### src/rtl/occupancy_counter_pkg.sv
// occupancy_counter_pkg
//   Shared constants, types and helpers for the occupancy counter slice.
//   NUM_ROOMS   : number of rooms tracked (one enter + one exit sensor each)
//   CNT_W       : width of a per-room occupancy count
//   count_t     : per-room occupancy count type
//   room_act_e  : per-room update decision for one cycle
//   dc_width()  : debounce counter width for a hold time of n cycles
package occupancy_counter_pkg;

    localparam int unsigned NUM_ROOMS = 3;
    localparam int unsigned CNT_W     = 3;

    typedef logic [CNT_W-1:0] count_t;

    typedef enum logic [1:0] {
        ACT_HOLD   = 2'd0,
        ACT_INC    = 2'd1,
        ACT_DEC    = 2'd2,
        ACT_REJECT = 2'd3
    } room_act_e;

    // Counter must hold values 0..n-1; never narrower than one bit.
    function automatic int unsigned dc_width(input int unsigned n);
        int unsigned w;
        w = $clog2(n);
        return (w < 1) ? 1 : w;
    endfunction

endpackage

### src/rtl/occupancy_counter_if.sv
// occupancy_counter_if
//   Bundles the sensor inputs and occupancy outputs of occupancy_counter.
//   enter_raw : raw entry sensors, bit i = room i+1 (asynchronous)
//   exit_raw  : raw exit sensors,  bit i = room i+1 (asynchronous)
//   C1..C3    : registered occupancy of rooms 1..3
//   full      : bit i high while room i+1 is at its ceiling
//   reject    : one-cycle pulse when a room event is discarded
//   master    : sensor side / rule-checker side (drives raw, reads counts)
//   slave     : the counter itself
interface occupancy_counter_if;
    import occupancy_counter_pkg::*;

    logic [NUM_ROOMS-1:0] enter_raw;
    logic [NUM_ROOMS-1:0] exit_raw;
    count_t               C1;
    count_t               C2;
    count_t               C3;
    logic [NUM_ROOMS-1:0] full;
    logic [NUM_ROOMS-1:0] reject;

    modport master (
        output enter_raw, exit_raw,
        input  C1, C2, C3, full, reject
    );

    modport slave (
        input  enter_raw, exit_raw,
        output C1, C2, C3, full, reject
    );

endinterface

### src/rtl/occupancy_counter_debounce_pulse.sv
// debounce_pulse
//   Synchronises one raw sensor, debounces it and emits a one-cycle pulse
//   on each accepted rising edge.
//   N      : cycles the synchronised input must hold a new level (N >= 2)
//   clock  : system clock
//   reset  : asynchronous active-high reset
//   raw    : asynchronous sensor input
//   pulse  : one-cycle pulse, registered, set as level goes 0->1
//   level  : debounced stable level
module debounce_pulse
    import occupancy_counter_pkg::*;
#(
    parameter int unsigned N = 1_000_000
) (
    input  logic clock,
    input  logic reset,
    input  logic raw,
    output logic pulse,
    output logic level
);

    localparam int unsigned     DC_W = dc_width(N);
    localparam logic [DC_W-1:0] LAST = DC_W'(N - 1);

    logic            meta;
    logic            s;
    logic            st;
    logic [DC_W-1:0] dc;

    always_ff @(posedge clock or posedge reset) begin
        if (reset) begin
            meta  <= 1'b0;
            s     <= 1'b0;
            st    <= 1'b0;
            dc    <= '0;
            pulse <= 1'b0;
        end else begin
            meta  <= raw;
            s     <= meta;
            pulse <= 1'b0;
            if (s == st) begin
                // Any bounce back to the stable level restarts the hold time.
                dc <= '0;
            end else if (dc == LAST) begin
                st    <= s;
                dc    <= '0;
                pulse <= s;
            end else begin
                dc <= dc + 1'b1;
            end
        end
    end

    assign level = st;

endmodule

### src/rtl/occupancy_counter.sv
// occupancy_counter
//   Debounces entry/exit sensors for three rooms and keeps a saturating
//   occupancy count per room.
//   DEBOUNCE_CYCLES : hold time for a sensor level change (>= 2)
//   MAX_COUNT       : per-room saturation ceiling (1..7)
//   clock           : system clock
//   reset           : asynchronous active-high reset
//   bus             : slave side of occupancy_counter_if
//                     (enter_raw, exit_raw in; C1..C3, full, reject out)
module occupancy_counter
    import occupancy_counter_pkg::*;
#(
    parameter int unsigned DEBOUNCE_CYCLES = 1_000_000,
    parameter int unsigned MAX_COUNT       = 7
) (
    input  logic                 clock,
    input  logic                 reset,
    occupancy_counter_if.slave   bus
);

    localparam count_t MAX_C = CNT_W'(MAX_COUNT);

    logic [NUM_ROOMS-1:0]   ent;
    logic [NUM_ROOMS-1:0]   ext;
    logic [2*NUM_ROOMS-1:0] unused_level;
    count_t                 cnt [NUM_ROOMS];
    room_act_e              act [NUM_ROOMS];
    logic [NUM_ROOMS-1:0]   reject_q;

    for (genvar g = 0; g < NUM_ROOMS; g++) begin : g_room
        debounce_pulse #(.N(DEBOUNCE_CYCLES)) u_enter (
            .clock (clock),
            .reset (reset),
            .raw   (bus.enter_raw[g]),
            .pulse (ent[g]),
            .level (unused_level[2*g])
        );
        debounce_pulse #(.N(DEBOUNCE_CYCLES)) u_exit (
            .clock (clock),
            .reset (reset),
            .raw   (bus.exit_raw[g]),
            .pulse (ext[g]),
            .level (unused_level[2*g+1])
        );
    end

    // Bounds are checked before any add/subtract so counts never wrap;
    // simultaneous enter and exit cancel without a reject.
    always_comb begin
        for (int unsigned r = 0; r < NUM_ROOMS; r++) begin
            act[r] = ACT_HOLD;
            unique case ({ent[r], ext[r]})
                2'b10:   act[r] = (cnt[r] < MAX_C) ? ACT_INC : ACT_REJECT;
                2'b01:   act[r] = (cnt[r] != '0)   ? ACT_DEC : ACT_REJECT;
                default: act[r] = ACT_HOLD;
            endcase
        end
    end

    always_ff @(posedge clock or posedge reset) begin
        if (reset) begin
            for (int unsigned r = 0; r < NUM_ROOMS; r++) begin
                cnt[r] <= '0;
            end
            reject_q <= '0;
        end else begin
            for (int unsigned r = 0; r < NUM_ROOMS; r++) begin
                reject_q[r] <= 1'b0;
                unique case (act[r])
                    ACT_INC:    cnt[r]      <= cnt[r] + 1'b1;
                    ACT_DEC:    cnt[r]      <= cnt[r] - 1'b1;
                    ACT_REJECT: reject_q[r] <= 1'b1;
                    default:    cnt[r]      <= cnt[r];
                endcase
            end
        end
    end

    always_comb begin
        bus.full = '0;
        for (int unsigned r = 0; r < NUM_ROOMS; r++) begin
            bus.full[r] = (cnt[r] == MAX_C);
        end
    end

    assign bus.C1     = cnt[0];
    assign bus.C2     = cnt[1];
    assign bus.C3     = cnt[2];
    assign bus.reject = reject_q;

endmodule

### src/flat_wrapper.sv
// flat-port wrapper written by rule: the top's interface ports become plain ports
module occupancy_counter_flat import occupancy_counter_pkg::*;
#(
    parameter int unsigned DEBOUNCE_CYCLES = 1_000_000,
    parameter int unsigned MAX_COUNT       = 7
)
  (clock, reset, bus_enter_raw, bus_exit_raw, bus_C1, bus_C2, bus_C3, bus_full, bus_reject);
  occupancy_counter_if bus_i ();
  input  logic clock;
  input  logic reset;
  input wire logic [$bits(bus_i.enter_raw)-1:0] bus_enter_raw;
  input wire logic [$bits(bus_i.exit_raw)-1:0] bus_exit_raw;
  output wire logic [$bits(bus_i.C1)-1:0] bus_C1;
  output wire logic [$bits(bus_i.C2)-1:0] bus_C2;
  output wire logic [$bits(bus_i.C3)-1:0] bus_C3;
  output wire logic [$bits(bus_i.full)-1:0] bus_full;
  output wire logic [$bits(bus_i.reject)-1:0] bus_reject;
  assign bus_i.enter_raw = bus_enter_raw;
  assign bus_i.exit_raw = bus_exit_raw;
  assign bus_C1 = bus_i.C1;
  assign bus_C2 = bus_i.C2;
  assign bus_C3 = bus_i.C3;
  assign bus_full = bus_i.full;
  assign bus_reject = bus_i.reject;
  occupancy_counter #(.DEBOUNCE_CYCLES(DEBOUNCE_CYCLES), .MAX_COUNT(MAX_COUNT)) u_core (.clock(clock), .reset(reset), .bus(bus_i));
endmodule
### config.mk
export PLATFORM = sky130hd
export DESIGN_NAME = occupancy_counter_flat
export DESIGN_NICKNAME = d
export VERILOG_FILES = /design/src/rtl/occupancy_counter_pkg.sv /design/src/rtl/occupancy_counter_if.sv /design/src/rtl/occupancy_counter_debounce_pulse.sv /design/src/rtl/occupancy_counter.sv /design/src/flat_wrapper.sv
export SDC_FILE = /design/constraint.sdc
export NUM_CORES = 1
export LEC_CHECK = 0
export ABC_AREA = 1
export CAP_MARGIN = 20
export CORE_ASPECT_RATIO = 1.4
export CORE_MARGIN = 2
export CORE_UTILIZATION = 41
export DETAILED_ROUTE_END_ITERATION = 6
export GPL_TIMING_DRIVEN = 0
export SLEW_MARGIN = 10
export SYNTH_ARGS = -nofsm -noshare
export SYNTH_HDL_FRONTEND = slang
export SYNTH_SLANG_ARGS = --single-unit
### constraint.sdc
create_clock -name clock -period 12.65 [get_ports clock]
set_input_delay 3.1625 -clock clock [delete_from_list [all_inputs] [get_ports clock]]
set_output_delay 3.1625 -clock clock [all_outputs]
set_load 0.02 [all_outputs]
After elaboration in Yosys (flattened, before gate mapping)
Cells that the tools add are included.
{"block": "op_classes", "n_lt_le_gt_ge": 3, "n_reduce_logical": 12, "n_bitwise": 6, "add_sub_neg": 12, "eq_ne": 30, "muxes": 39}
{"cell": "$mux 20", "count": 12}
{"cell": "$add 20x1->20 const B", "count": 6}
{"cell": "$eq 20x20->1 const B", "count": 6}
{"cell": "$eq 2x2->1 const B", "count": 9}
{"cell": "$mux 1", "count": 18}
{"cell": "$pmux 3 s2", "count": 3}
{"cell": "$eq 2x1->1 const B", "count": 6}
{"cell": "$pmux 2 s2", "count": 3}
{"cell": "$reduce_and 2->1", "count": 6}
{"cell": "$add 3x1->3 const B", "count": 3}
{"cell": "$eq 3x3->1 const B", "count": 3}
{"cell": "$lt 3x3->1 const B", "count": 3}
{"cell": "$reduce_bool 3->1", "count": 3}
{"cell": "$sub 3x1->3 const B", "count": 3}
{"cell": "$eq 1x1->1", "count": 6}
{"cell": "$mux 2", "count": 3}
{"cell": "$not 1->1", "count": 6}
{"cell": "$reduce_bool 2->1", "count": 3}
{"block": "word_totals", "out_inout_bits": 15, "reg_bits": 156, "in_bits": 8}

Depth between registers and ports, before layout
{"block": "depth", "depth_word": 5, "mapped_depth": 11}

Modules after synthesis
A second synthesis with hierarchy kept.
{"block": "hier_totals", "cells_unflattened": 1096, "hier_area_um2": 8700.8}
{"module": "debounce_pulse", "area_per_inst_um2": 1298.7, "instances": 6, "seq_area_each_um2": 600.6, "cells_each": 164}
{"module": "occupancy_counter", "area_per_inst_um2": 908.4, "instances": 1, "seq_area_each_um2": 300.3, "cells_each": 112}

Worst setup path after synthesis
OpenSTA, ideal clock, no wires.
{"block": "synth_timing", "kind": "reg-to-output", "startpoint": "reg u_core.cnt, in the netlist u_core.bus.C1[0]", "endpoint": "out bus_full[0]", "setup_slack_ns": 8.332, "stages_incl_launch_ff": 3, "required_time_ns": 9.488, "t_arrival_ns": 1.155, "path_buffers": 0, "cell_sequence": "dfrtp_1 inv_1 nor3_1"}
{"block": "synth_via", "elab_chain_cells": 1}
{"element": "from (decl)", "line": "occupancy_counter.sv:26", "source": "count_t cnt [NUM_ROOMS];"}
{"element": "from (signal, indexed assignment)", "line": "occupancy_counter.sv:70", "source": "ACT_INC: cnt[r] <= cnt[r] + 1'b1;"}
{"element": "from (signal, indexed assignment)", "line": "occupancy_counter.sv:71", "source": "ACT_DEC: cnt[r] <= cnt[r] - 1'b1;"}
{"element": "from (signal, indexed assignment)", "line": "occupancy_counter.sv:73", "source": "default: cnt[r] <= cnt[r];"}
{"element": "$eq 3x3->1", "line": "occupancy_counter.sv:82", "source": "bus.full[r] = (cnt[r] == MAX_C);"}
{"element": "to (decl)", "line": "flat_wrapper.sv:16", "source": "output wire logic [$bits(bus_i.full)-1:0] bus_full;"}
Every way passes these cells.

Final worst setup path
Same ends and word-level chain as after synthesis.

==> flow_summary_export.csv <==
group,metric,value,unit
power,power_per_cell_area,116,nW/um^2
power,power.sequential.fraction,0.459,
cts,clock_latency_on_the_worst_skew_pair,0.42,ns
cts,cts_tree,"done",
sta,layout_min_cycle_time,5.00,ns
power,report.power.total,1.11,mW
synth,ys_dominant_reg_cell,"dfrtp_1",
route,detail_route.drc_violations,0,
setup_path,regToRegEndpoint,"u_core.bus.C3[2]",
cts,cts-root-to-sink-buffers,2,
global_routing,antenna_found_initial,0,
synth,post_synth_num_cell_types,35,
route,postRouteAntennaNets,0,
die,design.portCount,23,
hold_path,path_category_of_the_worst_min_delay_check,"register to register",
sta,timing.final.hold_violations,0,
setup_path,regToRegSetupSlack,10.43,ns
setup_path,path_max_fanout,3,
setup_path,crit_path_start_kind,"register",
cts,postCtsSetupBuffers,0,
finish,num_antenna_cells,0,
synth,share_of_yosys_cell_area_claimed_by_the_top_area_cell_type,0.465,
sta,fin_crit_sh,0.395,
die,initial_utilization,0.420,
status,status,"completed",
synth,synth_sequential_area_ratio,0.465,
global_routing,global_route.overflow_total,0,
sta,slew_viol_final,0,
finish,drive_gt1_frac,0.0922,
sta,max_freq,0.200,GHz
cts,cts_made_buffers,17,
route,initialDrtViolationCount,326,
sta,setup_viol_count_final,0,
setup_path,worst-r2r-cell-count,10,
synth,synthesis.instances,1040,
die,die_area,21700,um^2
synth,synthTopCellsByArea,"dfrtp_1, nor2_1, nand2_1",
die,fp-row-count,61,
power,netSwitchingPower,0.231,mW
placed_design,placedCellCount,1315,
route,wire_per_inst,12.2,um
synth,synth.avg_cell_area,8.07,um^2
setup_path,timing_startpoint_of_the_critical_path,"u_core.bus.C1[0]",
synth,synth_most_common_cell,"nor2_1",
synth,synth_commonest_cells,"nor2_1, nand2_1, dfrtp_1",
sta,worst_slew_pin_slew,0.590,ns
route,routed_via_density,4.84,
synth,synthesis.nets,1069,
route,firstDrtPassIters,4,
power,power.share.switching,0.207,
setup_path,worst-endpoint-arrival,1.84,ns
route,detail_route.wirelength.met1,7.16,mm
route,vias_post_dr,6518,
sta,postLayoutSetupSlackWorst,7.65,ns
cts,clkSlewWorstSetupHoldPaths,0.06,ns
power,share_clk_of_total_power,0.513,
finish,final_non_filler_cell_total,1347,
finish,finalNetCount,1111,
power,p_int,0.884,mW
setup_path,cp.required,9.49,ns
die,coreArea,20000,um^2
placed_design,port_buffers,22,
power,max-vdd-ir-drop,0.0824,mV
synth,synth_area_leader_cell,"dfrtp_1",
global_routing,grt_use_total,0.164,
cts,postcts_resize_cnt,0,
sta,timing.clock.skew,0.00945,ns
finish,final.fill_count,1999,
finish,ff_latch_area,3900,um^2
setup_path,critical_path_class,"register to output port",
setup_path,crit_path_end_kind,"output port",
global_routing,pin_count_of_the_biggest_net_entering_global_routing,92,
global_routing,first_global_vias,6526,
sta,unrepaired_setup_endpoints_after_global_routing,"false",
cts,sinks_on_clock_net,156,
synth,ys_async_sr_fraction,1.00,
placed_design,gp_congestion,0.880,
sta,timing.setup.tns,0,ns
setup_path,crit_path_end,"bus_full[0]",
die,die_h,173,um
placed_design,hpwl,12.1,mm
finish,total_area_of_multi_input_combinational_cells,4060,um^2
cts,clk_root_buffer_cell,"clkbuf_16",
synth,post_synthesis_register_bit_count,156,
cts,hold_buffers,0,
route,routed_wl,16.5,mm
power,comb_power_share,0.029,
route,dr_wl_met3,401,um
run,max-cap-violations,0,
global_routing,grt_first_pass_wirelength,29.6,mm
power,power.static_leakage,4.02,nW
route,met2_wl_post_dr,8.48,mm
placed_design,preCtsSetupSlack,8.07,ns
sta,maxSlewHeadroom,0.604,
synth,synth_warnings,0,
synth,synth_enable_flop_cells,0,
setup_path,rr_startpoint,"u_core.bus.C3[0]",
die,die_w,125,um
cts,cts_max_level,4,
synth,synth.cell_area,8400,um^2
route,dr.max_layer_used,"met4",
finish,syn_to_final_growth,14.6,%
## state kept, by name, summed over array words and instances, names as in the netlist
| name | count |
|---|---|
| u_core.bus.C1 | 3 |
| u_core.bus.C2 | 3 |
| u_core.bus.C3 | 3 |
| u_core.bus.reject | 3 |
| u_core.g_room.u_enter.dc | 60 |
| u_core.g_room.u_enter.level | 3 |
| u_core.g_room.u_enter.meta | 3 |
| u_core.g_room.u_enter.pulse | 3 |
| u_core.g_room.u_enter.s | 3 |
| u_core.g_room.u_exit.dc | 60 |
| u_core.g_room.u_exit.level | 3 |
| u_core.g_room.u_exit.meta | 3 |
| u_core.g_room.u_exit.pulse | 3 |
| u_core.g_room.u_exit.s | 3 |
## critical path, cell delays in order (launching register included)
cell,delay [ns]
dfrtp_1,0.38
inv_1,0.10
nor3_1,0.27
clkdlybuf4s50_1,0.66
## area by class of cell
cell class | count | share of cell area
multi-input cells | 769 | 0.422
clock buffers | 19 | 0.0450
inverters | 113 | 0.0449
flip-flops and latches | 156 | 0.406
clock inverters | 13 | 0.0230
well taps | 252 | 0.0328
repair buffers | 23 | 0.0257
plain buffers | 2 | 0.00104
## power by group through the flow
stage | Combinational [mW] | Clock [mW] | Sequential (mW)
4_1_cts | 0.0341 | 0.585 | 0.511
6_report | 0.0321 | 0.571 | 0.511
3_3_place_gp | 0.0319 | 0 | 0.520
5_1_grt | 0.0382 | 0.606 | 0.512
3_5_place_dp | 0.0339 | 0 | 0.520
2_1_floorplan | 0.0227 | 0 | 0.519
## logic make-up (layout without fill, tap and decap cells)
logic type / Yosys count / count (layout) / share of synthesized area
AO/OA/AOI/OAI: 49 / 49 / 0.0329
XOR/XNOR: 76 / 76 / 0.0828
adder cells (fa/ha/maj): 21 / 21 / 0.0340
buffers and inverters: 115 / 170 / 0.0517
flip-flops: 156 / 156 / 0.465
AND/OR/NAND/NOR: 623 / 623 / 0.334
## metrics by stage
step | util | hold WS (ns) | cell area (um^2)
detailed placement | 0.448 | 0.335 | 8970
CTS | 0.481 | 0.349 | 9620
global placement | 0.447 | 0.334 | 8930
floorplan | - | 0.331 | 8400
finish | 0.481 | 0.351 | 9620
global route | 0.481 | 0.360 | 9620
## layer usage
layer  global-route usage  vias up
li1                     -     3364
met1                0.193     3039
met2                0.293       82
met3               0.0312       33
met4               0.0681        0
met5                    0        -
## how the worst min path moves through the flow
stage | cells past startpoint | slack [ns] | from | to
after floorplan | 0 | 0.33 | u_core.g_room[0].u_enter.meta | u_core.g_room[0].u_enter.s
after global routing | 0 | 0.36 | u_core.g_room[0].u_exit.meta | u_core.g_room[0].u_exit.s
final | 0 | 0.35 | u_core.g_room[0].u_enter.meta | u_core.g_room[0].u_enter.s
after detailed placement | 0 | 0.33 | u_core.g_room[0].u_exit.meta | u_core.g_room[0].u_exit.s
after CTS | 0 | 0.35 | u_core.g_room[0].u_exit.meta | u_core.g_room[0].u_exit.s
after global placement | 0 | 0.33 | u_core.g_room[0].u_enter.meta | u_core.g_room[0].u_enter.s
## layout by cell type, fill, tap and decap left out, drive strengths merged, types with 7 or more instances in the layout
cell type / netlist / layout
ha: 18 / 18
nand2: 193 / 193
nor3: 21 / 21
nor2: 287 / 287
xor2: 48 / 48
clkdlybuf4s50: 0 / 22
a21oi: 21 / 21
clkbuf: 1 / 20
nand4: 21 / 21
nand3: 89 / 89
o21ai: 23 / 23
dfrtp: 156 / 156
xnor2: 28 / 28
inv: 113 / 113
nand3b: 7 / 7
Power figures use the tool's default switching activity.
